<file path="src/rtl/inst_fetch_unit_pkg.sv">
// Shared definitions for the instruction fetch unit: default widths, FSM encoding
// and the fetch credit rule shared by the issue logic.
package inst_fetch_unit_pkg;

  localparam int AWIDTH_DEF = 12;
  localparam int IWIDTH_DEF = 16;
  localparam int QDEPTH     = 2;

  // Instruction field positions: {opcode[15:12], rd[11:10], rs[9:8], imm[7:0]}
  localparam int OPC_MSB = 15;
  localparam int OPC_LSB = 12;

  typedef enum logic {
    ST_IDLE = 1'b0,
    ST_RUN  = 1'b1
  } fetch_state_e;

  // A new fetch may start only if every word already owed to decode (queued or
  // returning from the ROM), minus the one leaving this cycle, still leaves a slot.
  function automatic logic credit_ok(input logic [1:0] count,
                                     input logic       inflight,
                                     input logic       pop);
    return ({1'b0, count} + {2'b00, inflight}) < (3'd2 + {2'b00, pop});
  endfunction

endpackage

</file>
<file path="src/rtl/inst_fetch_unit_fetch_queue2.sv">
// Two-entry FIFO holding {pc, instruction} pairs. The head is always slot0, so
// the output is driven straight from a register and stays stable while stalled.
module fetch_queue2 #(
  parameter int WIDTH = 28
) (
  input  logic             clk,
  input  logic             rst,
  input  logic             flush,
  input  logic             push,
  input  logic [WIDTH-1:0] push_data,
  input  logic             pop,
  output logic [WIDTH-1:0] head,
  output logic             valid,
  output logic [1:0]       count
);

  logic [WIDTH-1:0] slot0;
  logic [WIDTH-1:0] slot1;
  logic             do_pop;

  assign do_pop = pop & (count != 2'd0);
  assign head   = slot0;
  assign valid  = (count != 2'd0);

  // NOTE: the slots are reset as well as the count because the head drives the
  // inst/inst_pc outputs directly, and those must read zero out of reset.
  always_ff @(posedge clk) begin
    if (rst) begin
      slot0 <= '0;
      slot1 <= '0;
      count <= 2'd0;
    end else if (flush) begin
      count <= 2'd0;
    end else begin
      // NOTE: non-blocking assignments let slot0 take the old slot1 while slot1
      // is overwritten in the same edge without any ordering dependence.
      case ({push, do_pop})
        2'b10: begin
          if (count == 2'd0) slot0 <= push_data;
          else               slot1 <= push_data;
          count <= count + 2'd1;
        end
        2'b01: begin
          slot0 <= slot1;
          count <= count - 2'd1;
        end
        2'b11: begin
          if (count == 2'd2) begin
            slot0 <= slot1;
            slot1 <= push_data;
          end else begin
            slot0 <= push_data;
          end
        end
        default: ;
      endcase
    end
  end

endmodule

</file>
<file path="src/rtl/inst_fetch_unit.sv">
// Instruction fetch stage: PC, IDLE/RUN control, ROM issue with credit-based
// flow control, redirect/kill handling and a 2-deep registered output queue.
module inst_fetch_unit
  import inst_fetch_unit_pkg::*;
#(
  parameter int                AWIDTH   = AWIDTH_DEF,
  parameter int                IWIDTH   = IWIDTH_DEF,
  parameter logic [AWIDTH-1:0] RESET_PC = '0
) (
  input  logic              clk,
  input  logic              rst,
  input  logic              en_in,
  output logic              rom_en,
  output logic [AWIDTH-1:0] rom_addr,
  input  logic [IWIDTH-1:0] rom_data,
  input  logic              redirect_valid,
  input  logic [AWIDTH-1:0] redirect_pc,
  output logic              inst_valid,
  input  logic              inst_ready,
  output logic [IWIDTH-1:0] inst,
  output logic [AWIDTH-1:0] inst_pc
);

  fetch_state_e             state;
  logic [AWIDTH-1:0]        pc;
  logic [AWIDTH-1:0]        inflight_pc;
  logic                     inflight;
  logic                     issue;
  logic                     pop;
  logic                     push;
  logic                     kill;
  logic [1:0]               q_count;
  logic [AWIDTH+IWIDTH-1:0] q_head;

  assign pop  = inst_valid & inst_ready;

  // A redirect kills the word returning this cycle; nothing new was issued in
  // the redirect cycle, so no later word can belong to the old stream.
  assign kill = redirect_valid;
  assign push = inflight & ~kill;

  assign issue = (state == ST_RUN) & en_in & ~redirect_valid & ~rst
               & credit_ok(q_count, inflight, pop);

  assign rom_en   = issue;
  assign rom_addr = pc;

  assign inst_pc = q_head[AWIDTH+IWIDTH-1:IWIDTH];
  assign inst    = q_head[IWIDTH-1:0];

  always_ff @(posedge clk) begin
    if (rst) begin
      state       <= ST_IDLE;
      pc          <= RESET_PC;
      inflight    <= 1'b0;
      inflight_pc <= RESET_PC;
    end else begin
      case (state)
        ST_IDLE: if (en_in)  state <= ST_RUN;
        ST_RUN:  if (!en_in) state <= ST_IDLE;
        default: state <= ST_IDLE;
      endcase

      inflight <= issue;
      if (issue) inflight_pc <= pc;

      // Redirect outranks issue; pc wraps naturally at 2^AWIDTH.
      if (redirect_valid) pc <= redirect_pc;
      else if (issue)     pc <= pc + AWIDTH'(1);
    end
  end

  fetch_queue2 #(
    .WIDTH(AWIDTH + IWIDTH)
  ) u_queue (
    .clk       (clk),
    .rst       (rst),
    .flush     (redirect_valid),
    .push      (push),
    .push_data ({inflight_pc, rom_data}),
    .pop       (pop),
    .head      (q_head),
    .valid     (inst_valid),
    .count     (q_count)
  );

endmodule
</file>
<file path="config.mk">
export PLATFORM = sky130hd
export DESIGN_NAME = inst_fetch_unit
export DESIGN_NICKNAME = d
export VERILOG_FILES = /design/src/rtl/inst_fetch_unit_pkg.sv /design/src/rtl/inst_fetch_unit_fetch_queue2.sv /design/src/rtl/inst_fetch_unit.sv
export SDC_FILE = /design/constraint.sdc
export NUM_CORES = 1
export LEC_CHECK = 0
export CAP_MARGIN = 5
export CORE_ASPECT_RATIO = 1.5
export CORE_MARGIN = 2
export CORE_UTILIZATION = 51
export DETAILED_ROUTE_END_ITERATION = 8
export HOLD_SLACK_MARGIN = 0.05
export PLACE_DENSITY = 0.79
export SKIP_LAST_GASP = 1
export SLEW_MARGIN = 30
export SYNTH_ARGS = -nofsm -noshare
export SYNTH_HDL_FRONTEND = slang
export SYNTH_SLANG_ARGS = --single-unit
</file>
<file path="constraint.sdc">
create_clock -name clk -period 3.1 [get_ports clk]
set_input_delay 0.465 -clock clk [delete_from_list [all_inputs] [get_ports clk]]
set_output_delay 0.465 -clock clk [all_outputs]
set_load 0.02 [all_outputs]
</file>
Word level (Yosys, flattened, before mapping)
Index checks and enable logic that the tools add are counted.
{"block": "totals", "input_bits": 33, "register_bits": 84}
{"block": "op_classes", "bitwise_logic": 9, "n_eq_ne": 7, "add_sub_neg": 5, "muxes": 10, "order_cmp": 1, "n_reduce_logical": 9}
{"operator": "two-way mux 28 bit", "n": 4}
{"operator": "case mux 28 bit (3 select lines)", "n": 1}
{"operator": "case mux 28 bit (2 select lines)", "n": 1}
{"operator": "two-way mux 12 bit", "n": 2}
{"operator": "adder 12 x 1 -> 12 bit (second input constant)", "n": 1}
{"operator": "nonzero test 2 bit", "n": 4}
{"operator": "bitwise AND 1 bit", "n": 7}
{"operator": "== test 2 bit (second input constant)", "n": 3}
{"operator": "inequality test 2 x 1 -> 1 bit (second input constant)", "n": 2}
{"operator": "case mux 2 bit (2 select lines)", "n": 1}
{"operator": "AND reduction 4 bit", "n": 1}
{"operator": "adder 2 x 1 -> 3 bit", "n": 1}
{"operator": "adder 2 x 1 -> 3 bit (first input constant)", "n": 1}
{"operator": "less-than comparator 3 bit", "n": 1}
{"operator": "AND reduction 3 bit", "n": 1}
{"operator": "nonzero test 3 bit", "n": 1}
{"operator": "adder 2 x 1 -> 2 bit (second input constant)", "n": 1}
{"operator": "== test 2 x 1 -> 1 bit (second input constant)", "n": 1}
{"operator": "logical NOT 2 bit", "n": 1}
{"operator": "inequality test 2 bit (second input constant)", "n": 1}
{"operator": "NOT 1 bit", "n": 2}
{"operator": "OR reduction 2 bit", "n": 1}
{"operator": "subtractor 2 x 1 -> 2 bit (second input constant)", "n": 1}
{"operator": "two-way mux 1 bit", "n": 1}

Depth between registers and ports, before layout
Gate-level depths: netlist of run 1.
{"block": "depth", "depth_word": 7, "mapped_depth": 10}

Cells and area by module
From an unflattened synthesis of run 1, not the netlist that was laid out.
{"block": "hier_totals", "cells_unflattened": 420, "hier_area_um2": 3583.4}
{"mod": "fetch_queue2", "cells_per_inst": 272, "area_per_inst_um2": 2354.8, "instances": 1}
{"mod": "inst_fetch_unit", "cells_per_inst": 148, "area_per_inst_um2": 1228.7, "instances": 1}

Worst setup path after synthesis of run 1
OpenSTA, ideal clock, no wires.
{"block": "synth_timing", "path_type": "input to register", "start": "in redirect_valid", "end": "reg u_queue.slot0[0], in the netlist u_queue.head[0]", "path_slack_ns": 0.741, "t_arrival_ns": 2.273, "path_buffers": 2, "setup_time_ns": 0.086, "t_required_ns": 3.014, "path_stages": 7, "cell_sequence": "nor2b_1 -> clkbuf_1 -> ha_1 -> mux2i_2 -> clkbuf_1 -> a22oi_1 -> a211oi_1"}
{"block": "synth_between", "elab_chain_cells": 5}
{"element": "start: declaration", "line": "inst_fetch_unit.sv:16", "source": "input logic redirect_valid,"}
{"element": "NOT 1 bit (no line) (*)"}
{"element": "bitwise AND 1 bit", "line": "inst_fetch_unit.sv:40", "source": "assign push = inflight & ~kill;"}
{"element": "== test 2 bit or == test 2 x 1 -> 1 bit (tied branches)", "line": "inst_fetch_unit_fetch_queue2.sv:37", "source": "case ({push, do_pop})"}
{"element": "inequality test 2 x 1 -> 1 bit (no line) or nonzero test 3 bit (tied branches)"}
{"element": "AND reduction 3 bit (no line)"}
{"element": "end signal: assignment", "line": "inst_fetch_unit_fetch_queue2.sv:39", "source": "if (count == 2'd0) slot0 <= push_data;"}
{"element": "end signal: assignment", "line": "inst_fetch_unit_fetch_queue2.sv:44", "source": "slot0 <= slot1;"}
{"element": "end signal: assignment", "line": "inst_fetch_unit_fetch_queue2.sv:49", "source": "slot0 <= slot1;"}
{"element": "end: declaration", "line": "inst_fetch_unit_fetch_queue2.sv:17", "source": "logic [WIDTH-1:0] slot0;"}
Mark *: on every way between the ends. The rest lies on a longest branch, timed or not.
A chain may end at the register's enable or synchronous reset.

Worst setup path in the final report of run 1
{"block": "layout_timing", "start": "reg u_queue.count[0]", "end": "out rom_en"}
{"block": "layout_between", "elab_chain_cells": 5}
{"element": "start: declaration", "line": "inst_fetch_unit_fetch_queue2.sv:14", "source": "output logic [1:0] count"}
{"element": "start signal: assignment", "line": "inst_fetch_unit_fetch_queue2.sv:41", "source": "count <= count + 2'd1;"}
{"element": "start signal: assignment", "line": "inst_fetch_unit_fetch_queue2.sv:45", "source": "count <= count - 2'd1;"}
{"element": "nonzero test 2 bit", "line": "inst_fetch_unit_fetch_queue2.sv:23", "source": "assign valid = (count != 2'd0);"}
{"element": "bitwise AND 1 bit", "line": "inst_fetch_unit.sv:35", "source": "assign pop = inst_valid & inst_ready;"}
{"element": "adder 2 x 1 -> 3 bit", "line": "inst_fetch_unit_pkg.sv:23", "source": "return ({1'b0, count} + {2'b00, inflight}) < (3'd2 + {2'b00, pop});"}
{"element": "less-than comparator 3 bit (*)", "line": "inst_fetch_unit_pkg.sv:23"}
{"element": "bitwise AND 1 bit (*)", "line": "inst_fetch_unit.sv:43", "source": "& credit_ok(q_count, inflight, pop);"}
{"element": "end: declaration", "line": "inst_fetch_unit.sv:13", "source": "output logic rom_en,"}
Marks and branches as above.

==> flow_summary.ini, run 1 <==
[clocking]
cts_setup_buffers = 0
h-tree-depth = 3
cts_sinks = 84
hold_buffers = 0
cts_buffers = 9
cts_root_buf = clkbuf_8
clock_latency_ns = 0.36
cts.clk_slew.worst_paths_ns = 0.07
cts_tree = done
cts_max_path_buffers = 2
cts_resized = 0

[synthesis]
ys.flop_type = dfxtp_1
synth_edf_count = 0
syn_inst = 443
yosysTopAreaCellShare_pct = 45.2
postSynthAreaPerCell_um2 = 8.40
synth_nets = 482
synth.area.top_cells = dfxtp_1, nand3_1, a211oi_1
synth_area_mm2 = 0.00372
async_reset_ff_share_pct = 0
ys_ff_latch = 84
yosysMostFrequentCell = dfxtp_1
yosysTopAreaCell = dfxtp_1
synth_cell_type_count = 46
seq_area_frac_synth_pct = 45.2
ys_warn_count = 0
synth_common_cells = dfxtp_1, nand3_1, a21oi_1, o21ai_0

[grt]
track_usage_pct = 22.4
antenna_found_initial = 0
grt_overflow = 0
grt_max_degree = 65
grt_pass1_vias = 3229
grt_pass1_wl_mm = 14.4

[detailed_routing]
wl_mm = 8.66
dr.pass1.iters = 5
ant_nets = 0
vias_per_cell = 5.92
avgRoutedWirePerCell_um = 14.8
num_vias = 3460
remaining_drc_errors = 0
first_iter_violations = 288

[sta]
tns_ns = 0
finalWorstSetupSlack_ns = 0.399
report.final.slew_viol_count = 0
fmax_mhz = 370
layout_min_cycle_time_ns = 2.70
hold_ws_ns = 0.475
skew_ns = 0.0108
grt_setup_unrepaired = false
tightest_slew_ns = 0.910
period_share_pct = 87.1
worst_slew_margin_rel_pct = 39.3
hold_violations = 0
setup_viol = 0

[die]
die_w_um = 73.7
row_count = 38
fp.coreArea_mm2 = 0.00713
ios = 75
start_util_pct = 52.2
dieArea_mm2 = 0.00801
die_h_um = 109

[pwr]
power_density_mw_per_mm2 = 444
max-vdd-ir-drop_mv = 0.293
p_leak_nw = 1.53
power_mw = 2.10

[setup_path]
worst_setup_path_end_kind = primary output
crit_fanout = 8
cp-start-kind = flip-flop
worstSetupPathType = flip-flop to primary output
cp_data_required_time_ns = 2.63
cp_cell_sequence = ha_1 -> ha_1 -> nor2b_1 -> nand3_1 -> nor2_1 -> clkdlybuf4s50_1
slowest_stage = clkdlybuf4s50_1
cp_common_cell = ha_1
cpPeakStageDelay_ns = 0.63
arrival_ns = 2.24

[final_layout]
nets = 538
diodes = 0
final_area_mm2 = 0.00472
layout-drive-gt1-share_pct = 7.94
multi_input_comb_area_mm2 = 0.00188
layout.area.seq_mm2 = 0.00168
area_growth_pct = 26.9
fillCellCount = 597

[placed_design]
dp_hpwl_mm = 5.76
place_ws_ns = 0.241
gp_congestion = 0.780
place_area_mm2 = 0.00451
numPortBuffers = 74

[job]
cap_violations = 0

[min_path]
min_path_type = flip-flop to flip-flop

[run_status]
status = complete, no violations
## metrics by stage
| step | utilization (%) | cells |
|---|---|---|
| 5_1_grt | 66.2 | 584 |
| 3_5_place_dp | 63.2 | 568 |
| 2_1_floorplan | - | 443 |
| 3_3_place_gp | 63.2 | 568 |
| 4_1_cts | 66.2 | 584 |
| 6_report | 66.2 | 584 |
## layout make-up
cell class,instances,share of cell area (%)
multi-input cells,314,39.9
clock inverters,4,1.19
flip-flops and latches,84,35.6
inverters,3,0.239
clock buffers,12,3.29
well taps,80,2.12
repair buffers,87,17.7
## worst paths after layout
check	startpoint	end	cells after the start	slack [ns]
setup / recovery	u_queue.count[0]	rom_en	6	0.40
hold / removal	u_queue.slot1[21]	u_queue.slot1[21]	2	0.47
setup reg to reg	u_queue.count[0]	u_queue.head[23]	6	0.70
hold reg to reg	u_queue.slot1[21]	u_queue.slot1[21]	2	0.47
## worst max-delay path: cells and delay by family (launching register included)
kind	cells	cell delay, ns
simple gates	3	0.47
buf+inv	1	0.63
flops	1	0.39
fa+ha+maj	2	0.40
## power by group
group	switching, mW	internal [mW]	total (mW)
Combinational	0.0853	0.0914	0.177
Clock	0.380	0.422	0.803
Sequential	0.0200	1.10	1.12
## logic make-up (layout without fill, tap and decap cells)
| kind of cell | count (synthesis) | count (layout) | synth area share (%) |
|---|---|---|---|
| mux | 4 | 4 | 1.28 |
| compound gates | 173 | 173 | 29.1 |
| simple gates | 129 | 129 | 17.3 |
| fa+ha+maj | 6 | 6 | 2.02 |
| flops | 84 | 84 | 45.2 |
| xor+xnor | 2 | 2 | 0.471 |
| buf+inv | 45 | 106 | 4.68 |
## sequential cells by signal, indices dropped and copies added (netlist names)
| name | cells |
|---|---|
| u_queue.head | 28 |
| u_queue.slot1 | 28 |
| inflight_pc | 12 |
| rom_addr | 12 |
| u_queue.count | 2 |
| inflight | 1 |
| state | 1 |
## per-layer routing
metal	global-route usage (%)	share of wire, %
met1	26.1	43
met2	39.4	52
met3	4.66	3.8
met4	8.31	1.6
met5	0	0
## cells in the final DEF (no fill, tap or decap), types with 5 or more instances in the layout
master,Yosys,layout
ha_1,6,6
o21ai_0,39,39
nand2_1,13,13
clkbuf_8,0,11
a21boi_0,5,5
buf_4,0,13
dfxtp_1,84,84
a211oi_1,31,31
nor2_1,36,36
clkdlybuf4s50_1,0,73
a22oi_1,28,28
a21oi_1,43,42
nand3_1,47,47
nor2b_1,7,6
a31oi_1,9,9
(Power assumes the default switching activity.)
==> run 2: changes to the inputs <==
SETUP_SLACK_MARGIN = 0.1   (was unset)
==> results of run 2 <==
Same layout as run 1: the final DEF is identical, and so are final timing and power.
